===== src/rtl/mem_req_adapter.sv =====
// mem_req_adapter: turns core byte/half/word loads and stores into word-wide
// cache requests, with lane selection and sign/zero extension on loads.
// Build option: define MEM_REQ_ADAPTER_SUBWORD_STORE_EN to service aligned
// byte/half stores as read-modify-write; otherwise they are rejected with err.
`timescale 1ns/1ps
module mem_req_adapter #(
    parameter int unsigned ADDR_W = 27
) (
    input  logic              sys_clk,
    input  logic              rstn,
    input  logic              core_req_valid,
    output logic              core_req_ready,
    input  logic              core_req_we,
    input  logic [1:0]        core_req_size,
    input  logic              core_req_unsigned,
    input  logic [ADDR_W-1:0] core_req_addr,
    input  logic [31:0]       core_req_wdata,
    output logic              core_resp_valid,
    output logic [31:0]       core_resp_rdata,
    output logic              core_resp_err,
    output logic [ADDR_W-1:0] cache_req_addr,
    output logic [31:0]       cache_req_data,
    output logic              cache_req_rw,
    output logic              cache_req_valid,
    input  logic [31:0]       cache_res_data,
    input  logic              cache_res_ready
);

    localparam int unsigned DATA_W  = 32;
    localparam int unsigned SIZE_W  = 2;
    localparam int unsigned LANE_W  = 2;
    localparam int unsigned STATE_W = 3;

    localparam logic [SIZE_W-1:0] SIZE_BYTE = 2'b00;
    localparam logic [SIZE_W-1:0] SIZE_HALF = 2'b01;
    localparam logic [SIZE_W-1:0] SIZE_WORD = 2'b10;
    localparam logic [SIZE_W-1:0] SIZE_ILL  = 2'b11;

`ifdef MEM_REQ_ADAPTER_SUBWORD_STORE_EN
    typedef enum logic [STATE_W-1:0] {
        IDLE   = 3'd0,
        READ   = 3'd1,
        WRITE  = 3'd2,
        RMW_RD = 3'd3,
        MERGE  = 3'd4,
        RMW_WR = 3'd5,
        RESP   = 3'd6
    } state_e;
`else
    typedef enum logic [STATE_W-1:0] {
        IDLE   = 3'd0,
        READ   = 3'd1,
        WRITE  = 3'd2,
        RESP   = 3'd6
    } state_e;
`endif

    state_e              state_q, state_d;
    logic [ADDR_W-1:0]   addr_q, addr_d;
    logic [DATA_W-1:0]   data_q, data_d;
    logic [LANE_W-1:0]   off_q, off_d;
    logic [SIZE_W-1:0]   size_q, size_d;
    logic                uns_q, uns_d;
    logic [DATA_W-1:0]   rdata_q, rdata_d;
    logic                err_q, err_d;
    logic                resp_valid_q, resp_valid_d;
    logic                req_valid_q, req_valid_d;
    logic                rw_q, rw_d;
    logic                ready_q, ready_d;
`ifdef MEM_REQ_ADAPTER_SUBWORD_STORE_EN
    logic [DATA_W-1:0]   rd_word_q, rd_word_d;
`endif
    logic                misaligned_c;

    // Select the addressed lane of a cache word and extend it to 32 bits.
    function automatic logic [DATA_W-1:0] load_extract(
        input logic [DATA_W-1:0] word,
        input logic [LANE_W-1:0] off,
        input logic [SIZE_W-1:0] size,
        input logic              uns
    );
        logic [DATA_W-1:0] sh;
        logic [DATA_W-1:0] res;
        sh  = word;
        res = word;
        case (size)
            SIZE_BYTE: begin
                sh  = word >> {off, 3'b000};
                res = uns ? {24'h0, sh[7:0]} : {{24{sh[7]}}, sh[7:0]};
            end
            SIZE_HALF: begin
                sh  = word >> {off[1], 4'b0000};
                res = uns ? {16'h0, sh[15:0]} : {{16{sh[15]}}, sh[15:0]};
            end
            default: res = word;
        endcase
        return res;
    endfunction

`ifdef MEM_REQ_ADAPTER_SUBWORD_STORE_EN
    // Overwrite only the addressed byte/half lanes of the old word.
    function automatic logic [DATA_W-1:0] store_merge(
        input logic [DATA_W-1:0] old,
        input logic [DATA_W-1:0] wd,
        input logic [LANE_W-1:0] off,
        input logic [SIZE_W-1:0] size
    );
        logic [DATA_W-1:0] mask;
        logic [DATA_W-1:0] ins;
        mask = 32'h0000_00FF << {off, 3'b000};
        ins  = {24'h0, wd[7:0]} << {off, 3'b000};
        if (size == SIZE_HALF) begin
            mask = 32'h0000_FFFF << {off[1], 4'b0000};
            ins  = {16'h0, wd[15:0]} << {off[1], 4'b0000};
        end
        return (old & ~mask) | ins;
    endfunction
`endif

    // Alignment rule applied to the incoming request.
    assign misaligned_c = (core_req_size == SIZE_ILL) ||
                          ((core_req_size == SIZE_HALF) && core_req_addr[0]) ||
                          ((core_req_size == SIZE_WORD) && (core_req_addr[1:0] != 2'b00));

    // Next-state, captured request fields and registered output values.
    always_comb begin
        state_d   = state_q;
        addr_d    = addr_q;
        data_d    = data_q;
        off_d     = off_q;
        size_d    = size_q;
        uns_d     = uns_q;
        rdata_d   = rdata_q;
        err_d     = err_q;
`ifdef MEM_REQ_ADAPTER_SUBWORD_STORE_EN
        rd_word_d = rd_word_q;
`endif

        case (state_q)
            IDLE: begin
                if (core_req_valid && core_req_ready) begin
                    addr_d = {core_req_addr[ADDR_W-1:2], 2'b00};
                    data_d = core_req_wdata;
                    off_d  = core_req_addr[1:0];
                    size_d = core_req_size;
                    uns_d  = core_req_unsigned;
                    if (misaligned_c) begin
                        state_d = RESP;
                        rdata_d = '0;
                        err_d   = 1'b1;
                    end else if (!core_req_we) begin
                        state_d = READ;
                    end else if (core_req_size == SIZE_WORD) begin
                        state_d = WRITE;
                    end else begin
`ifdef MEM_REQ_ADAPTER_SUBWORD_STORE_EN
                        state_d = RMW_RD;
`else
                        state_d = RESP;
                        rdata_d = '0;
                        err_d   = 1'b1;
`endif
                    end
                end
            end
            READ: begin
                if (cache_res_ready) begin
                    state_d = RESP;
                    rdata_d = load_extract(cache_res_data, off_q, size_q, uns_q);
                    err_d   = 1'b0;
                end
            end
            WRITE: begin
                if (cache_res_ready) begin
                    state_d = RESP;
                    rdata_d = '0;
                    err_d   = 1'b0;
                end
            end
`ifdef MEM_REQ_ADAPTER_SUBWORD_STORE_EN
            RMW_RD: begin
                if (cache_res_ready) begin
                    state_d   = MERGE;
                    rd_word_d = cache_res_data;
                end
            end
            MERGE: begin
                state_d = RMW_WR;
                data_d  = store_merge(rd_word_q, data_q, off_q, size_q);
            end
            RMW_WR: begin
                if (cache_res_ready) begin
                    state_d = RESP;
                    rdata_d = '0;
                    err_d   = 1'b0;
                end
            end
`endif
            RESP: begin
                state_d = IDLE;
            end
            default: begin
                state_d = IDLE;
            end
        endcase

        ready_d      = (state_d == IDLE);
        resp_valid_d = (state_d == RESP);
`ifdef MEM_REQ_ADAPTER_SUBWORD_STORE_EN
        req_valid_d  = (state_d == READ) || (state_d == WRITE) ||
                       (state_d == RMW_RD) || (state_d == RMW_WR);
        rw_d         = (state_d == WRITE) || (state_d == RMW_WR);
`else
        req_valid_d  = (state_d == READ) || (state_d == WRITE);
        rw_d         = (state_d == WRITE);
`endif
    end

    // State and output registers; reset clears everything but ready.
    always_ff @(posedge sys_clk or negedge rstn) begin
        if (!rstn) begin
            state_q      <= IDLE;
            addr_q       <= '0;
            data_q       <= '0;
            off_q        <= '0;
            size_q       <= '0;
            uns_q        <= 1'b0;
            rdata_q      <= '0;
            err_q        <= 1'b0;
            resp_valid_q <= 1'b0;
            req_valid_q  <= 1'b0;
            rw_q         <= 1'b0;
            ready_q      <= 1'b1;
`ifdef MEM_REQ_ADAPTER_SUBWORD_STORE_EN
            rd_word_q    <= '0;
`endif
        end else begin
            state_q      <= state_d;
            addr_q       <= addr_d;
            data_q       <= data_d;
            off_q        <= off_d;
            size_q       <= size_d;
            uns_q        <= uns_d;
            rdata_q      <= rdata_d;
            err_q        <= err_d;
            resp_valid_q <= resp_valid_d;
            req_valid_q  <= req_valid_d;
            rw_q         <= rw_d;
            ready_q      <= ready_d;
`ifdef MEM_REQ_ADAPTER_SUBWORD_STORE_EN
            rd_word_q    <= rd_word_d;
`endif
        end
    end

    assign core_req_ready  = ready_q;
    assign core_resp_valid = resp_valid_q;
    assign core_resp_rdata = rdata_q;
    assign core_resp_err   = err_q;
    assign cache_req_addr  = addr_q;
    assign cache_req_data  = data_q;
    assign cache_req_rw    = rw_q;
    assign cache_req_valid = req_valid_q;

endmodule


===== config.mk =====
export PLATFORM = sky130hd
export DESIGN_NAME = mem_req_adapter
export DESIGN_NICKNAME = d
export VERILOG_FILES = /design/src/rtl/mem_req_adapter.sv
export SDC_FILE = /design/constraint.sdc
export NUM_CORES = 1
export LEC_CHECK = 0
export CORE_MARGIN = 2
export CORE_UTILIZATION = 45
export DETAILED_ROUTE_END_ITERATION = 6
export HOLD_SLACK_MARGIN = 0.02
export PLACE_DENSITY = 0.86
export SLEW_MARGIN = 30
export SYNTH_ARGS = -nofsm -noshare
export SYNTH_HDL_FRONTEND = slang
export SYNTH_SLANG_ARGS = --single-unit

===== constraint.sdc =====
create_clock -name sys_clk -period 4.6 [get_ports sys_clk]
set_clock_uncertainty 0.15 [all_clocks]
set_input_delay 1.38 -clock sys_clk [delete_from_list [all_inputs] [get_ports sys_clk]]
set_output_delay 1.38 -clock sys_clk [all_outputs]
set_load 0.01 [all_outputs]

==> results.md, run 1 <==
- The run finished with clean final reports.
- The number of enable-type register cells in the synthesized netlist is 0.
- 195 I/O pins were placed.
- After legalization and detailed placement, the total HPWL measured 8.68 mm.
- The count of placed standard cells in the final layout, fillers left out is 652.
- Using the TritonRoute via totals, the vias-per-cell ratio works out to 5.25.
- The category of the critical setup timing path is input pin to register.
- The proportion of synthesized chip area in sequential cells is 59.2%.
- In the global route stage, overall resource usage came out at 22.6%.
- The quantity of gates resized following cts is 0.
- The floorplan has 35 rows.
- The longest clock path from root to sink contains 2 buffers.
- The initial core utilization is 46.5%.
- The relative max-transition margin is 46.7%.
- Post-CTS timing repair inserted 0 buffers for setup.
- The wire length of the first global-routing pass is 18.2 mm.
- The largest net degree at the start of global routing is 66.
- The final setup slack of the worst path is 1.49 ns.
- The critical-path cell with the highest stage delay is nor4b_4.
- Global routing used 10.1% of the available met3 tracks.
- Counting the fill cells in the layout gives 677.
- After routing, the total negative slack on setup checks comes to 0 ns.
- The fraction of post-synthesis cell area in the top cell type by area is 58.6%.
- For the pin with the worst max-slew slack, the measured transition is 0.794 ns.
- The worst slack at placement is 1.15 ns.
- The area overhead of the layout relative to synthesis is 52.2%.
- The final net count is 617.
- In this design, the largest share of critical-path delay is due to simple AND/OR/NAND/NOR gates.
- The critical path goes through clkdlybuf4s50_1 -> nand2_1 -> nor3_2 -> buf_4 -> nor4b_4 -> a221o_1.
- The maximum fanout count along the critical path is 17.
- In this run the mean area of a mapped cell was 13.1 µm².
- The arrival time reported for the critical path endpoint is 3.24 ns.
- The cell count after placement is 636.
- The highest ir drop seen on vdd is 0.341 mV.
- Yosys printed 0 warnings.
- Setup repair after global routing left no endpoint under its margin.
- The cell leakage power is 2.72 nW.
- The number of buffer and inverter instances along the worst setup path is 2.
- The number of standard cells after synthesis is 329.
- The most utilized layer in the global route result is met2.
- The number of failing hold endpoints at the final stage is 0.
- Global routing used 25.6% of the available met1 tracks.
- STA classifies the critical path startpoint as an input pin.
- Static timing analysis puts the maximum clock frequency at 322 MHz.
- The number of synthesized register bits is 102.
- The first-iteration detailed-routing DRC count is 117.
- After synthesis, the cell types taking the most area are dfrtp_1 (59%), mux2_2 (15%), a221o_1 (3.7%).
- The worst hold-check path type is register to register.
- Counting flops with an async set or reset pin after synthesis yields a share of 100%.
- The critical path's largest stage delay is 0.66 ns.
- After synthesis, the most frequently instantiated cells are dfrtp_1 (101), mux2_2 (58), nand2_1 (26), o21ai_0 (20), a221o_1 (16).
- In the routed design, unresolved DRC markers number 0.
- The average wire length per cell after detail routing is 17.6 µm.
- The initial antenna violation count is 0.
- Counting every sink on the clock net gives 102.
- The met2 capacity usage during global routing is 38.8%.
- The count of final max-slew check failures is 0.
- In the final layout, the multi-input gates occupy 1660 µm².
- The later-pin clock latency in the skew report is 0.34 ns.
- The synthesized netlist occupies a cell area of 4320 µm².
- The die boundary height is 102 µm.
- dfrtp_1 takes more of the synthesized area than any other cell.
- Among all flip-flop cells after synthesis, the most frequent one is dfrtp_1.
- The minimum period implied by the final worst setup slack is 3.11 ns.
- The global placement routability congestion is 0.859.
- Of the cells placed in the final design, the portion with a size suffix greater than 1 is 17.0%.
- At the worst endpoint, the required time is 4.73 ns.
- After global routing the overflow that remains totals 0.
- The first TritonRoute pass finished after 4 iterations.
- TritonCTS built the clock tree.
- The worst setup path is captured at a register.
- In this run the remaining antenna-violating nets after routing total 0.
- CTS built an H-tree with a depth of 3.
- The sequential cells in the finished layout cover a total of 2550 µm².
- Measured along the x axis, the die boundary spans 102 µm.
- dfrtp_1 is the most common cell in the netlist.
- The count of maximum capacitance violations is 0.
- The number of buffers inserted during clock tree synthesis is 9.
- The area of the die is 10,400 µm².
- 0 antenna diodes ended up in the layout.
- The post-CTS clock slew at the launch and capture registers of the worst setup and hold paths is 0.11 ns.
- In this run, post-CTS hold repair placed 0 buffers.
- The final wirelength is 11.5 mm.
- The final design utilization is 70.8%.
- The via count of the first global-routing pass is 3,682.
- The share of the clock period used by the worst path after layout is 67.6%.
- The total via count in the routed design is 3,426.
- The library cell used as clock root buffer is clkbuf_8.
- The distinct cell type count of the synthesized netlist is 38.
- The power density normalized to cell area is 597 nW/µm².
- In this run the tool buffered the top-level ports with 192 buffer cells.
- Setup violations remaining at the end of the flow were counted as 0.
- In this run the standard cell core region covers 9280 µm².
metrics by stage:
| stage | area [µm²] | power, mW | hold WS [ns] |
|---|---|---|---|
| 2_1_floorplan | 4320 | 2.40 | 0.318 |
| 3_3_place_gp | 6360 | 3.30 | 0.322 |
| 3_5_place_dp | 6370 | 3.36 | 0.327 |
| 4_1_cts | 6570 | 3.96 | 0.352 |
| 5_1_grt | 6570 | 4.16 | 0.366 |
| 6_report | 6570 | 3.92 | 0.349 |
registers in the layout, summed over array words and instances, names as in the netlist:
register	flops
core_resp_err	1
state_q	3
uns_q	1
cache_req_data	32
cache_req_valid	1
cache_req_addr	25
cache_req_rw	1
core_resp_rdata	32
size_q	2
off_q	2
core_req_ready	1
core_resp_valid	1
cells by family after synthesis:
logic type / Yosys count / synth area share (%)
compound gates: 70 / 12.1
xor+xnor: 1 / 0.203
buf+inv: 25 / 2.81
flops: 102 / 59.2
mux: 67 / 17.6
other cells: 1 / 0.0869
simple gates: 63 / 8.09
layout make-up:
| type | count | area share [%] |
|---|---|---|
| multi-input combinational | 203 | 25.3 |
| sequential | 102 | 38.9 |
| clock buffer | 9 | 1.89 |
| inverter | 5 | 0.286 |
| clock inverter | 7 | 1.20 |
| tap | 129 | 2.46 |
| timing repair buffer | 197 | 30.0 |
path summary, 6_finish.rpt:
| path | slack, ns | from | cells after the start | to |
|---|---|---|---|---|
| worst max-delay path | 1.49 | cache_res_ready | 6 | core_resp_rdata[23] |
| worst min register to register | 0.35 | core_resp_rdata[14] | 1 | core_resp_rdata[14] |
| max in group asynchronous | 2.55 | rstn | 2 | cache_req_data[21] |
| worst min-delay path | 0.35 | core_resp_rdata[14] | 1 | core_resp_rdata[14] |
| min in group asynchronous | 0.92 | rstn | 1 | state_q[0] |
| worst max register to register | 2.30 | off_q[1] | 4 | core_resp_rdata[23] |
report_power, final:
part	total, mW	switching (mW)	internal (mW)
sequential	1.51	0.259	1.26
combinational	1.83	0.753	1.07
clock	0.576	0.317	0.259
cell usage in the layout, fill, tap and decap left out, drive strengths merged, types with 2 or more instances in the layout:
cell type	n
nor4b	2
nor3	3
clkdlybuf4s50	191
dfrtp	101
a21o	3
o21ai	20
mux2	58
nor4	2
o21a	2
buf	6
clkbuf	9
conb	2
nand2	26
nor2	8
o2bb2ai	15
or3	7
a221o	16
inv	8
clkinv	3
mux2i	8
nor2b	9
a21oi	10
metal layers:
metal | part of all wire, % | up-vias
li1 | - | 1573
met1 | 38 | 1681
met2 | 49 | 160
met3 | 11 | 12
met4 | 1.1 | 0
met5 | 0 | -
(Power assumes the default switching activity.)
==> run 2, diff against run 1 <==
- CORE_UTILIZATION: 45 -> 42
- PLACE_DENSITY: 0.86 -> 0.81
- clock period: 4.6 -> 3.25 ns (I/O delays scaled with it)
==> run 2 against run 1 <==
Effect of this change: clock power up 45%; first-iteration DRC count shrank 6.0%; via count down 0.53%; critical path depth shrank 1; critical endpoint unchanged; combinational power is 42% higher; die area rose by 6.9%.
==> results.md, run 2 (synthesized netlist as in run 1, its figures left out) <==
- The wire length of the first global-routing pass came to 18.4 mm (+0.91%).
- The relative max-transition margin was 44.1% (-2.5 points).
- The final setup violation count is 0 (unchanged).
- The worst hold-check path type is register to register.
- The via density per instance is 5.19 (-1.3%).
- The later-pin clock latency in the skew report came to 0.35 ns (about the same).
- The initial core utilization is 42.6% (-3.9 points).
- The setup TNS is 0 ns (unchanged).
- The maximum fanout count along the critical path is 16 (-1).
- The area of the placeable core came to 10,100 µm² (+9.2%).
- The part of the total power dissipated in the clock network is 15.0% (+0.3 points).
- The maximum clock path buffer count was 2 (unchanged).
- The type of destination of the critical path is a register.
- The share of total power in sequential cells is 38.4% (-0.2 points).
- The most common cell after layout, fill and taps aside is clkdlybuf4s50_1.
- The highest ir drop seen on vdd came to 0.515 mV (+51%).
- Dividing the final minimum period by the clock period gives 83.5%.
- The actual slew at the worst max-slew pin is 0.836 ns (+0.0423 ns).
- The number of failing hold endpoints at the final stage was 0 (unchanged).
- The switching share of power is 32.7% (-1.2 points).
- The final setup slack of the worst path was 0.538 ns (-0.955 ns).
- The cell leakage power is 2.73 nW (+0.34%).
- The type of origin of the critical path is an input pin.
- The quantity of gates resized following cts is 0 (unchanged).
- The count of final max-slew check failures is 0 (unchanged).
- The post-CTS clock slew at the launch and capture registers of the worst setup and hold paths is 0.09 ns (-0.02 ns).
- The post-detailed-route DRC marker count came to 0 (unchanged).
- The detailed placement HPWL is 8.52 mm (-1.8%).
- The horizontal die dimension is 105 µm (+3.4%).
- The TritonCTS clock tree is done.
- The combinational power share was 46.5% (about the same).
- The depth of the CTS H-tree came to 3 (unchanged).
- The arrival time reported for the critical path endpoint was 2.86 ns (-0.38 ns).
- The placement row count was 37 (+5.7%).
- The fraction of final layout cells with drive strength greater than 1 is 16.7% (-0.32 points).
- The library cell used as clock root buffer is clkbuf_8.
- The power density normalized to cell area came to 845 nW/µm² (+42%).
- The final net count is 619 (+0.32%).
- The port buffer count is 192 (unchanged).
- The boundary pin count came to 195 (unchanged).
- The critical path required time is 3.39 ns (-1.34 ns).
- The number of antenna cells inserted is 0 (unchanged).
- The count of buffers added by post-CTS timing repair for setup was 0 (unchanged).
- The total via count in the routed design was 3,408 (-0.53%).
- The die boundary height was 105 µm (+3.4%).
- The worst slack at placement was 0.196 ns (-0.951 ns).
- The global placement routability congestion was 0.861 (+0.29%).
- The maximum clock rate is 369 MHz.
- The initial antenna violation count is 0 (unchanged).
- Setup repair after global routing left no endpoint under its margin.
- The internal cell power was 3.75 mW (+45%).
- The average wire length per cell after detail routing is 17.3 µm (-1.8%).
- The run finished with clean final reports.
- The worst path needs 2.71 ns of the cycle, external delays included.
- The post-route antenna net violation count was 0 (unchanged).
- The count of hold buffers inserted by post-cts repair is 0 (unchanged).
- The length of the first detailed-routing pass in iterations came to 4 (unchanged).
- The total number of clock tree sinks is 102 (unchanged).
- The via count of the first global-routing pass is 3,611 (-1.9%).
- The first-iteration detailed-routing DRC count was 110 (-6.0%).
- The overall track demand over capacity in global routing was 21.0% (-1.6 points).
- The count of maximum capacitance violations is 0 (unchanged).
- The category of the critical setup timing path is input pin to register.
- The number of buffers inserted during clock tree synthesis is 9 (unchanged).
- The largest net degree at the start of global routing is 66 (unchanged).
- The switching power summed over all nets is 1.82 mW (+37%).
- The area of the die was 11,100 µm² (+6.9%).
- The global-route congestion overflow total is 0 (unchanged).
- The final wirelength came to 11.4 mm (-1.0%).
- The top cell types in the final layout, fill and taps aside, are clkdlybuf4s50_1 (191), dfrtp_1 (101), mux2_2 (58), nand2_1 (26), o21ai_0 (20).
- The area overhead of the layout relative to synthesis is 52.7%.
[run 2: area by class of cell]
cell class	count	area, µm²
sequential	102	2550
clock inverter	2	60.1
timing repair buffer	199	2000
multi-input combinational	203	1650
tap	136	170
inverter	5	18.8
fill	763	3550
clock buffer	10	138
[run 2: power by group through the flow]
stage | Combinational, mW | Sequential [mW] | Clock [mW]
3_3_place_gp | 2.56 | 2.14 | 0
4_1_cts | 2.61 | 2.15 | 0.861
6_report | 2.59 | 2.14 | 0.838
5_1_grt | 2.78 | 2.22 | 0.908
2_1_floorplan | 1.10 | 2.30 | 0
3_5_place_dp | 2.60 | 2.17 | 0
[run 2: metrics by stage]
stage | utilization, % | std cells | total power [mW] | hold slack (ns) | instance area [µm²]
2_1_floorplan | - | 330 | 3.39 | 0.318 | 4320
3_3_place_gp | 63.1 | 645 | 4.69 | 0.320 | 6390
3_5_place_dp | 63.1 | 645 | 4.77 | 0.324 | 6390
4_1_cts | 65.0 | 657 | 5.62 | 0.349 | 6590
5_1_grt | 65.0 | 657 | 5.91 | 0.364 | 6590
6_report | 65.0 | 657 | 5.57 | 0.349 | 6590
[run 2: worst max-delay path, cell delays in order]
cell	delay, ns
clkdlybuf4s50_1	0.53
mux4_2	0.30
mux2i_2	0.10
nor4b_4	0.74
a221o_1	0.22
[run 2: path summary, 6_finish.rpt]
check                                        start             endpoint  slack, ns  cells past startpoint
worst max-delay path             cache_res_data[7]  core_resp_rdata[23]       0.54                      5
worst min-delay path            core_resp_rdata[6]   core_resp_rdata[6]       0.35                      1
worst max register to register            off_q[1]  core_resp_rdata[23]       0.88                      4
worst min register to register  core_resp_rdata[6]   core_resp_rdata[6]       0.35                      1
max in group asynchronous                     rstn  core_resp_rdata[26]       1.70                      2
min in group asynchronous                     rstn  core_resp_rdata[16]       0.50                      1
[run 2: metal layers]
metal | share of wire, % | GRT usage, % | wire length, µm | vias to the layer above
met5 | 0 | 0 | 0 | -
met4 | 1.5 | 7.90 | 173 | 0
met3 | 7.5 | 5.75 | 851 | 12
met2 | 50 | 35.6 | 5700 | 137
met1 | 41 | 25.6 | 4660 | 1684
li1 | - | - | - | 1575
==> run 3, diff against run 2 <==
- CORE_UTILIZATION: 42 -> 38
- PLACE_DENSITY: 0.81 -> 0.77
- clock period: 3.25 -> 2.4 ns (I/O delays scaled with it)
==> run 3 against run 2 <==
Effect of this change: largest cell class unchanged; total power grew 47%; combinational power is 44% higher; largest power group unchanged; sequential share of layout area fell by 1.7 points.
==> results.md, run 3 (synthesized netlist as in run 1, its figures left out) <==
- The via count of the first global-routing pass is 3,695 (+2.3%).
- The final net count is 636 (+2.7%).
- The post-CTS clock slew at the launch and capture registers of the worst setup and hold paths came to 0.07 ns (-0.02 ns).
- The count of hold buffers inserted by post-cts repair came to 0 (unchanged).
- The critical path's largest stage delay is 0.50 ns (-0.24 ns).
- The area of the die is 12,200 µm² (+10%).
- The library cell used as clock root buffer is clkbuf_16.
- The arrival time reported for the critical path endpoint is 2.43 ns (-0.43 ns).
- The die boundary height is 111 µm (+4.9%).
- The worst hold-check path type is input pin to async pin.
- The worst setup slack for register-to-register paths is 0.35 ns (-0.53 ns).
- The first-iteration detailed-routing DRC count was 91 (-17%).
- The number of failing hold endpoints at the final stage is 0 (unchanged).
- The count of maximum capacitance violations is 0 (unchanged).
- The highest ir drop seen on vdd came to 0.811 mV (+57%).
- The critical path in this run is classified as input pin to register.
- The horizontal die dimension is 111 µm (+4.9%).
- The boundary pin count is 195 (unchanged).
- The global-route congestion overflow total is 0 (unchanged).
- The launch point of the worst path is cache_res_data[15].
- The minimum period implied by the final worst setup slack is 2.36 ns.
- The overall track demand over capacity in global routing is 19.6% (-1.4 points).
- The cell leakage power came to 2.89 nW (+5.8%).
- The area overhead of the layout relative to synthesis is 59.9%.
- The power density normalized to cell area came to 1180 nW/µm² (+40%).
- The critical-path cell with the highest stage delay is mux4_2.
- The area of the placeable core is 11,000 µm² (+8.3%).
- In this run the most used layer during global routing was met2.
- The maximum clock path buffer count is 2 (unchanged).
- The critical path required time was 2.47 ns (-0.92 ns).
- The largest net degree at the start of global routing is 53 (-20%).
- The via density per instance is 5.11 (-1.5%).
- The length of the first detailed-routing pass in iterations is 5 (+1).
- In this run the critical register-to-register path is captured at core_resp_rdata[22].
- The number of antenna cells inserted is 0 (unchanged).
- The met2 capacity usage during global routing is 31.7% (-3.8 points).
- The placement row count is 38 (+2.7%).
- The share of the clock period used by the worst path after layout is 98.2%.
- The quantity of gates resized following cts is 0 (unchanged).
- The total number of clock tree sinks is 102 (unchanged).
- For this run, the top clock speed supported by timing is 424 MHz.
- TritonCTS built the clock tree.
- The number of buffers inserted during clock tree synthesis came to 9 (unchanged).
- The kind of cell adding the most delay to the critical path is multiplexers.
- The later-pin clock latency in the skew report came to 0.34 ns (about the same).
- Setup repair after global routing left no endpoint under its margin.
- The cell count of the worst reg-to-reg path is 6 (+2).
- The post-route antenna net violation count came to 0 (unchanged).
- Leaving out fill and tap cells, the most frequent cell in the layout is clkdlybuf4s50_1.
- The wire length of the first global-routing pass is 19.2 mm (+4.4%).
- The met1 layer usage reported by global route was 22.5% (-3.0 points).
- The port buffer count is 192 (unchanged).
- The initial antenna violation count is 0 (unchanged).
- The final wirelength came to 11.8 mm (+3.4%).
- The final setup violation count is 0 (unchanged).
- The count of final max-slew check failures is 0 (unchanged).
- The average wire length per cell after detail routing came to 17.3 µm (-0.37%).
- The type of destination of the critical path is a register.
- The launch instance of the worst register-to-register path is off_q[1].
- The maximum fanout count along the critical path is 16 (unchanged).
- The relative max-transition margin is 51.9% (+7.8 points).
- The post-detailed-route DRC marker count is 0 (unchanged).
- The initial core utilization is 39.3% (-3.3 points).
- The sum of internal, switching and leakage power is 8.16 mW (+47%).
- The global-route track usage on met3 is 11.4% (+5.7 points).
- The flow ran to the end, and the final reports show no timing, DRC or antenna violations.
- The depth of the CTS H-tree is 3 (unchanged).
- The critical path goes through clkdlybuf4s50_1 -> mux4_2 -> mux2i_2 -> nor4b_4 -> buf_12 -> a221o_1.
- The worst setup path is launched from an input pin.
- The setup TNS is 0 ns (unchanged).
- The total via count in the routed design is 3,483 (+2.2%).
- The detailed placement HPWL is 9.20 mm (+7.9%).
- The number of buffer and inverter instances along the worst setup path came to 2 (+1).
- The top cell types in the final layout, fill and taps aside, are clkdlybuf4s50_1 (191), dfrtp_1 (101), mux2_2 (58), nand2_1 (26), o21ai_0 (20).
- The global placement routability congestion is 0.818 (-5.0%).
- The actual slew at the worst max-slew pin came to 0.719 ns (-0.117 ns).
- The fraction of final layout cells with drive strength greater than 1 was 19.9% (+3.2 points).
## run 3: repair_timing
action / 4_1_cts / 5_1_grt
pin swaps: 1 / 1
buffers inserted: 0 / 1
setup endpoints to repair: 16 / 16
## run 3: power breakdown
group / switching (mW) / total [mW] / leakage, nW / internal [mW]
logic: 1.50 / 3.73 / 1.45 / 2.23
clock network: 0.616 / 1.55 / 0.154 / 0.938
registers: 0.470 / 2.88 / 1.28 / 2.41
total: 2.58 / 8.16 / 2.89 / 5.58
## run 3: cell type report
type,instances,area [µm²]
Fill cell,877,4080
Clock buffer,10,239
Tap cell,140,175
Inverter,5,18.8
Clock inverter,6,85.1
Sequential cell,102,2550
Multi-Input combinational cell,203,1650
Timing Repair Buffer,216,2170
## run 3: worst max-delay path by stage
stage                     slack [ns]  cells past startpoint                   to
after global placement         -0.30                      5  core_resp_rdata[19]
final                           0.04                      6  core_resp_rdata[22]
after floorplan                 0.24                      5  core_resp_rdata[22]
after global routing            0.01                      6  core_resp_rdata[28]
after CTS                      0.008                      5  core_resp_rdata[22]
after detailed placement       -0.39                      5  core_resp_rdata[22]
## run 3: metrics by stage
step | worst slack (ns) | cell area (µm²) | hold WS (ns) | std cells | util [%]
after floorplan | 0.240 | 4320 | 0.274 | 330 | -
after global placement | -0.304 | 6560 | 0.324 | 665 | 59.7
after detailed placement | -0.394 | 6560 | 0.331 | 665 | 59.7
after CTS | 0.00803 | 6880 | 0.0872 | 681 | 62.6
after global routing | 0.0127 | 6900 | 0.0876 | 682 | 62.8
final | 0.0433 | 6900 | 0.0913 | 682 | 62.8
## run 3: metal layers
metal / share of wire, % / vias to the layer above
li1: - / 1613
met1: 39 / 1683
met2: 47 / 174
met3: 13 / 13
met4: 1.4 / 0
met5: 0 / -
